`src/rtl/leaf_stream_pkg.sv`:
```
// leaf_stream_pkg: shared constants and helpers
// for the per-channel leaf stream buffer.
package leaf_stream_pkg;

  localparam int PAYLOAD_DEF = 32;
  localparam int DEPTH_DEF   = 16;

  // Occupancy must be able to hold DEPTH itself.
  function automatic int occ_width(int depth);
    return $clog2(depth + 1);
  endfunction

  // Low bit of lane idx in a flat bus.
  function automatic int lane_lo(int idx, int w);
    return idx * w;
  endfunction

endpackage

```
`src/rtl/leaf_chan_fifo.sv`:
```
// leaf_chan_fifo: one elastic channel with
// occupancy, almost-full and pop counter.
module leaf_chan_fifo
  import leaf_stream_pkg::*;
#(
  parameter int PAYLOAD_BITS = PAYLOAD_DEF,
  parameter int DEPTH        = DEPTH_DEF,
  parameter int AFULL_LEVEL  = 12,
  parameter int CNT_BITS     = 16,
  parameter int OW = occ_width(DEPTH)
) (
  input  logic                    clk_user,
  input  logic                    reset,
  input  logic [PAYLOAD_BITS-1:0] din,
  input  logic                    din_vld,
  output logic                    din_ack,
  output logic [PAYLOAD_BITS-1:0] dout,
  output logic                    dout_vld,
  input  logic                    dout_ack,
  input  logic                    flush,
  output logic [OW-1:0]           occupancy,
  output logic                    afull,
  output logic [CNT_BITS-1:0]     xfer_cnt
);

  localparam int PW = $clog2(DEPTH);

  logic [PAYLOAD_BITS-1:0] mem [DEPTH];
  logic [PW-1:0] wr_ptr;
  logic [PW-1:0] rd_ptr;
  logic [OW-1:0] count;
  logic [OW-1:0] count_nxt;
  logic full;
  logic empty;
  logic push;
  logic pop;

  assign full  = (count == OW'(DEPTH));
  assign empty = (count == '0);

  assign din_ack  = !full && !flush;
  assign dout_vld = !empty;

  // Flush wins, so neither side moves that cycle.
  assign push = din_vld && din_ack;
  assign pop  = dout_vld && dout_ack && !flush;

  // Head is read from registered state only;
  // forced to zero while the channel is empty.
  assign dout      = empty ? '0 : mem[rd_ptr];
  assign occupancy = count;

  // Next occupancy, shared by count and afull.
  always_comb begin
    count_nxt = count;
    if (flush) begin
      count_nxt = '0;
    end else if (push && !pop) begin
      count_nxt = count + OW'(1);
    end else if (pop && !push) begin
      count_nxt = count - OW'(1);
    end
  end

  // Pointers, occupancy, afull and counter.
  always_ff @(posedge clk_user or posedge reset) begin
    if (reset) begin
      wr_ptr   <= '0;
      rd_ptr   <= '0;
      count    <= '0;
      afull    <= 1'b0;
      xfer_cnt <= '0;
    end else begin
      count <= count_nxt;
      afull <= (count_nxt >= OW'(AFULL_LEVEL));
      if (flush) begin
        wr_ptr <= '0;
        rd_ptr <= '0;
      end else begin
        if (push) wr_ptr <= wr_ptr + PW'(1);
        if (pop) begin
          rd_ptr   <= rd_ptr + PW'(1);
          xfer_cnt <= xfer_cnt + CNT_BITS'(1);
        end
      end
    end
  end

  // Storage needs no reset; empty masks it.
  always_ff @(posedge clk_user) begin
    if (push) mem[wr_ptr] <= din;
  end

endmodule

```
`src/rtl/leaf_stream_buffer.sv`:
```
// leaf_stream_buffer: NUM_PORTS independent
// elastic channels; this level only slices buses.
module leaf_stream_buffer
  import leaf_stream_pkg::*;
#(
  parameter int NUM_PORTS    = 2,
  parameter int PAYLOAD_BITS = PAYLOAD_DEF,
  parameter int DEPTH        = DEPTH_DEF,
  parameter int AFULL_LEVEL  = 12,
  parameter int CNT_BITS     = 16
) (
  input  logic clk_user,
  input  logic reset,
  input  logic [NUM_PORTS*PAYLOAD_BITS-1:0] din,
  input  logic [NUM_PORTS-1:0] din_vld,
  output logic [NUM_PORTS-1:0] din_ack,
  output logic [NUM_PORTS*PAYLOAD_BITS-1:0] dout,
  output logic [NUM_PORTS-1:0] dout_vld,
  input  logic [NUM_PORTS-1:0] dout_ack,
  input  logic [NUM_PORTS-1:0] flush,
  output logic [NUM_PORTS*occ_width(DEPTH)-1:0]
    occupancy,
  output logic [NUM_PORTS-1:0] afull,
  output logic [NUM_PORTS*CNT_BITS-1:0] xfer_cnt
);

  localparam int OW = occ_width(DEPTH);

  for (genvar i = 0; i < NUM_PORTS; i++) begin
    : g_chan
    leaf_chan_fifo #(
      .PAYLOAD_BITS (PAYLOAD_BITS),
      .DEPTH        (DEPTH),
      .AFULL_LEVEL  (AFULL_LEVEL),
      .CNT_BITS     (CNT_BITS),
      .OW           (OW)
    ) u_fifo (
      .clk_user  (clk_user),
      .reset     (reset),
      .din       (din[lane_lo(i, PAYLOAD_BITS)
                      +: PAYLOAD_BITS]),
      .din_vld   (din_vld[i]),
      .din_ack   (din_ack[i]),
      .dout      (dout[lane_lo(i, PAYLOAD_BITS)
                       +: PAYLOAD_BITS]),
      .dout_vld  (dout_vld[i]),
      .dout_ack  (dout_ack[i]),
      .flush     (flush[i]),
      .occupancy (occupancy[lane_lo(i, OW)
                            +: OW]),
      .afull     (afull[i]),
      .xfer_cnt  (xfer_cnt[lane_lo(i, CNT_BITS)
                           +: CNT_BITS])
    );
  end

endmodule

```
`config.mk`:
```
export PLATFORM = sky130hd
export DESIGN_NAME = leaf_stream_buffer
export DESIGN_NICKNAME = d
export VERILOG_FILES = /design/src/rtl/leaf_stream_pkg.sv /design/src/rtl/leaf_chan_fifo.sv /design/src/rtl/leaf_stream_buffer.sv
export SDC_FILE = /design/constraint.sdc
export NUM_CORES = 1
export LEC_CHECK = 0
export ABC_AREA = 0
export BUFFER_PORTS_ARGS = -buffer_cell sky130_fd_sc_hd__buf_2
export CAP_MARGIN = 20
export CORE_UTILIZATION = 50
export DETAILED_ROUTE_END_ITERATION = 6
export GPL_TIMING_DRIVEN = 0
export PLACE_DENSITY = 0.66
export RECOVER_POWER = 50
export SLEW_MARGIN = 20
export SYNTH_ARGS = -nofsm -noshare
export SYNTH_HDL_FRONTEND = slang
export SYNTH_SLANG_ARGS = --single-unit
```
`constraint.sdc`:
```
create_clock -name clk_user -period 6.6 [get_ports clk_user]
set_clock_uncertainty 0.1 [all_clocks]
set_input_delay 0.33 -clock clk_user [delete_from_list [all_inputs] [get_ports clk_user]]
set_output_delay 0.33 -clock clk_user [all_outputs]
set_load 0.005 [all_outputs]
```
==> results.yml <==
status:
  status: "complete, but fails checks"
  violations: "max-capacitance violations, max-slew violations"
logic_synthesis:
  synth_edf_count: 1024
  synthArstFlopShare_pct: 5.535
  synth_warnings: 0
  synth_top_area_share_pct: 73.15
  synth_sequential_area_ratio_pct: 76.72
  synth_cells: 1830
  most_area_hungry_cell_type_in_the_yosys_netlist: "sky130_fd_sc_hd__edfxtp_1"
  syn_avg_cell_area_um2: 22.97
  yosys_register_bits: 1084
  synth.lib_cells_used.distinct: 42
  postSynthNetCount: 1918
  synth.cell_area_um2: 42040
  synth_top_cells_by_area: "sky130_fd_sc_hd__edfxtp_1 73%, sky130_fd_sc_hd__mux4_2 17%, sky130_fd_sc_hd__dfrtp_1 3.6%, sky130_fd_sc_hd__and2_1 1.1%, sky130_fd_sc_hd__xnor2_1 0.56%"
  ys_dominant_reg_cell: "sky130_fd_sc_hd__edfxtp_1"
critical_path:
  cp_slowest_stage_delay_ns: 0.75
  req_time_crit_path_ns: 6.17
  ff2ff_path_depth: 9
  cp_data_arrival_time_ns: 3.77
  timing.rr.end: "g_chan[1].u_fifo.mem[3][3]"
  cp-start-kind: "flip-flop"
  rr_startpoint: "g_chan[1].u_fifo.occupancy[0]"
  cp_max_fo: 10
  flop2flop_setup_slack_ns: 3.02
  worst_setup_path_startpoint: "g_chan[0].u_fifo.rd_ptr[1]"
  critical_path_buf_inv_count: 3
  endpoint_kind: "output pin"
  worstPathCellList: "clkbuf_1, clkbuf_1, mux4_2, mux4_2, and2_1, buf_2"
  cp_top_family: "buffers and inverters"
  path_class: "flip-flop to output pin"
  critPathSlowestCell: "sky130_fd_sc_hd__clkbuf_1"
routing:
  post-route-drc-count: 0
  wirelength_um: 94790
  drt-met1-wl_um: 36820
  number_of_routed_nets_with_antenna_violations: 0
  route.top_layer_used: "met5"
  wl_met3_um: 5431
  routed_wire_length_per_instance_um: 27.85
  drt-initial-drc-count: 1759
  drt_pre_antenna_iters: 7
  dr_total_vias: 20200
  post_drt_via_cell_ratio: 5.935
  met2WireLength_um: 50310
clock_tree:
  post_cts_resized: 0
  ctsHtreeMaxLevel: 3
  cts-root-to-sink-buffers: 3
  clk_latency_worst_skew_pair_ns: 0.68
  cts-buffers-inserted: 109
  cts.clk_slew.worst_paths_ns: 0.06
  cts_root_buffer: "sky130_fd_sc_hd__clkbuf_16"
  tritoncts: "yes"
  clock-sinks: 1084
floorplan:
  die_area_um2: 85230
  fp.dieW_um: 292.0
  die_height_um: 292.0
  core_area_um2: 82640
  initial_util_pct: 50.87
  io_pins: 184
  rows: 105
sta:
  worst_hold_slack_ns: 0.05501
  totalNegativeSetupSlack_ns: 0
  fmax_mhz: 237.9
  timing.final.max_slew_violations: 49
  fin_crit_sh_pct: 63.69
  setup_repair_after_global_routing_missed_its_margin: "no"
  fin_ws_ns: 2.396
  actual_slew_at_the_worst_max_slew_pin_ns: 2.608
  worst_slew_margin_rel_pct: -73.84
  setup_viol: 0
  final_hold_viol_count: 0
  final_period_minus_worst_setup_slack_ns: 4.204
grt:
  via_count_of_the_first_global_routing_pass: 21190
  grt_first_pass_wirelength_um: 139600
  grt_util_all_layers_pct: 22.65
  antenna_found_initial: 6
  grt_max_degree: 49
  grt_remaining_overflow: 0
min_path:
  hold_path_startpoint: "dout_ack[1]"
  hold_path_end: "g_chan[1].u_fifo.xfer_cnt[4]"
  worstHoldPathCells: 3
  holdCritPathClass: "primary input to flip-flop"
power:
  vdd.ir_drop.worst_uv: 243.3
  p_int_mw: 12.47
  switchingPower_mw: 4.371
  power-per-cell-area_nw_per_um2: 344.8
  power.combinational.fraction_pct: 19.3
  leakage_nw: 15.71
  sequentialPowerShare_pct: 45.8
  sw_ratio_pct: 25.95
  power.share.clock_pct: 34.9
placed_design:
  post-dp-hpwl_um: 55510
  dp_worst_setup_slack_ns: 3.034
  portBuffers: 182
  place.gp.congestion: 0.7779
  place.detailed.instances: 3129
flow_run:
  cap_viol_max_count: 1
layout:
  layoutNonFillerInstCount: 3404
  postLayoutCoreUtil_pct: 59.12
  drive_gt1_share_pct: 28.91
  num-nets-final: 2329
  syn_to_final_growth_pct: 16.22
-- synth_stat cells, drive strengths merged (6+ instances only) --
cell type	number
nor2	35
mux4	320
and3	29
nand3	8
xnor2	27
buf	46
ha	16
nand4	14
nor3	8
nand2	28
dfrtp	60
o31ai	6
inv	14
and2	71
edfxtp	1024
clkbuf	55
xor2	22
-- tightest hold or removal path, cell delays in order --
cell and delay [ns]:
sky130_fd_sc_hd__buf_2 0.14, sky130_fd_sc_hd__nand4b_1 0.20, sky130_fd_sc_hd__xnor2_1 0.09
-- logic make-up (layout without fill, tap and decap cells) --
family | after synthesis | in the layout | synth area share [%]
flops | 1084 | 1084 | 76.72
simple gates | 218 | 218 | 2.938
fa+ha+maj | 16 | 16 | 0.4762
compound gates | 21 | 21 | 0.3572
mux | 327 | 327 | 17.32
other cells | 0 | 3 | 0
xor+xnor | 49 | 49 | 1.021
buf+inv | 115 | 616 | 1.167
-- power groups by stage --
stage	sequential [mW]	combinational (mW)	clock, mW
floorplan	7.84	2.04	0
global placement	7.85	3.24	0
detailed placement	7.86	3.30	0
CTS	7.71	3.35	5.95
global route	7.73	3.50	6.20
finish	7.71	3.26	5.87
-- layer usage --
layer	up-vias	track usage (%)
met3	160	3.798
li1	8514	-
met5	-	0
met1	10830	29.34
met2	695	39.73
met4	6	6.149
-- state kept, by name, indices dropped and copies added (netlist names) --
| signal | cells |
|---|---|
| g_chan.u_fifo.afull | 2 |
| g_chan.u_fifo.mem | 1024 |
| g_chan.u_fifo.occupancy | 10 |
| g_chan.u_fifo.rd_ptr | 8 |
| g_chan.u_fifo.wr_ptr | 8 |
| g_chan.u_fifo.xfer_cnt | 32 |
-- final cells by class --
type                            instances  area, µm²
Antenna cell                            3      7.507
Buffer                                101      442.9
Clock buffer                          150       2912
Clock inverter                         51      470.5
Fill cell                            5827      33780
Inverter                               14      53.80
Multi-Input combinational cell        631       9410
Sequential cell                      1084      32250
Tap cell                             1070       1339
Timing Repair Buffer                  300       1967
-- timing repair --
item / in CTS / in global routing
setup buffers: 0 / 0
endpoints found under the hold margin: 1086 / 0
hold buffers: 69 / 0
endpoints found under the setup margin: 0 / 0
-- cell usage in the layout, fill, tap and decap left out, types with 13 or more instances in the layout --
master and n:
sky130_fd_sc_hd__inv_1 13, sky130_fd_sc_hd__nand4_1 14, sky130_fd_sc_hd__edfxtp_1 1024, sky130_fd_sc_hd__dfrtp_1 60
sky130_fd_sc_hd__ha_1 16, sky130_fd_sc_hd__clkbuf_16 109, sky130_fd_sc_hd__buf_2 129, sky130_fd_sc_hd__mux4_2 320
sky130_fd_sc_hd__buf_4 22, sky130_fd_sc_hd__clkbuf_1 188, sky130_fd_sc_hd__clkinv_1 18, sky130_fd_sc_hd__and2_1 68
sky130_fd_sc_hd__xnor2_1 27, sky130_fd_sc_hd__nand2_1 28, sky130_fd_sc_hd__xor2_1 22, sky130_fd_sc_hd__clkinv_2 18
sky130_fd_sc_hd__dlygate4sd3_1 69, sky130_fd_sc_hd__nor2_1 34
-- through the flow --
stage	power, mW	area, µm²
2_1_floorplan	9.880	42040
3_3_place_gp	11.09	44290
3_5_place_dp	11.16	44900
4_1_cts	17.01	48970
5_1_grt	17.43	48850
6_report	16.84	48850
-- worst max-delay path by stage --
| stage | slack [ns] | depth (start not counted) | to |
|---|---|---|---|
| finish | 2.40 | 6 | dout[4] |
| global route | 2.23 | 7 | dout[4] |
| CTS | 2.32 | 7 | dout[32] |
| detailed placement | 3.03 | 7 | dout[32] |
| global placement | -2.87 | 5 | g_chan[1].u_fifo.mem[12][7] |
| floorplan | 1.51 | 5 | g_chan[1].u_fifo.mem[12][0] |
No activity file was read; power rests on OpenSTA's default activity.
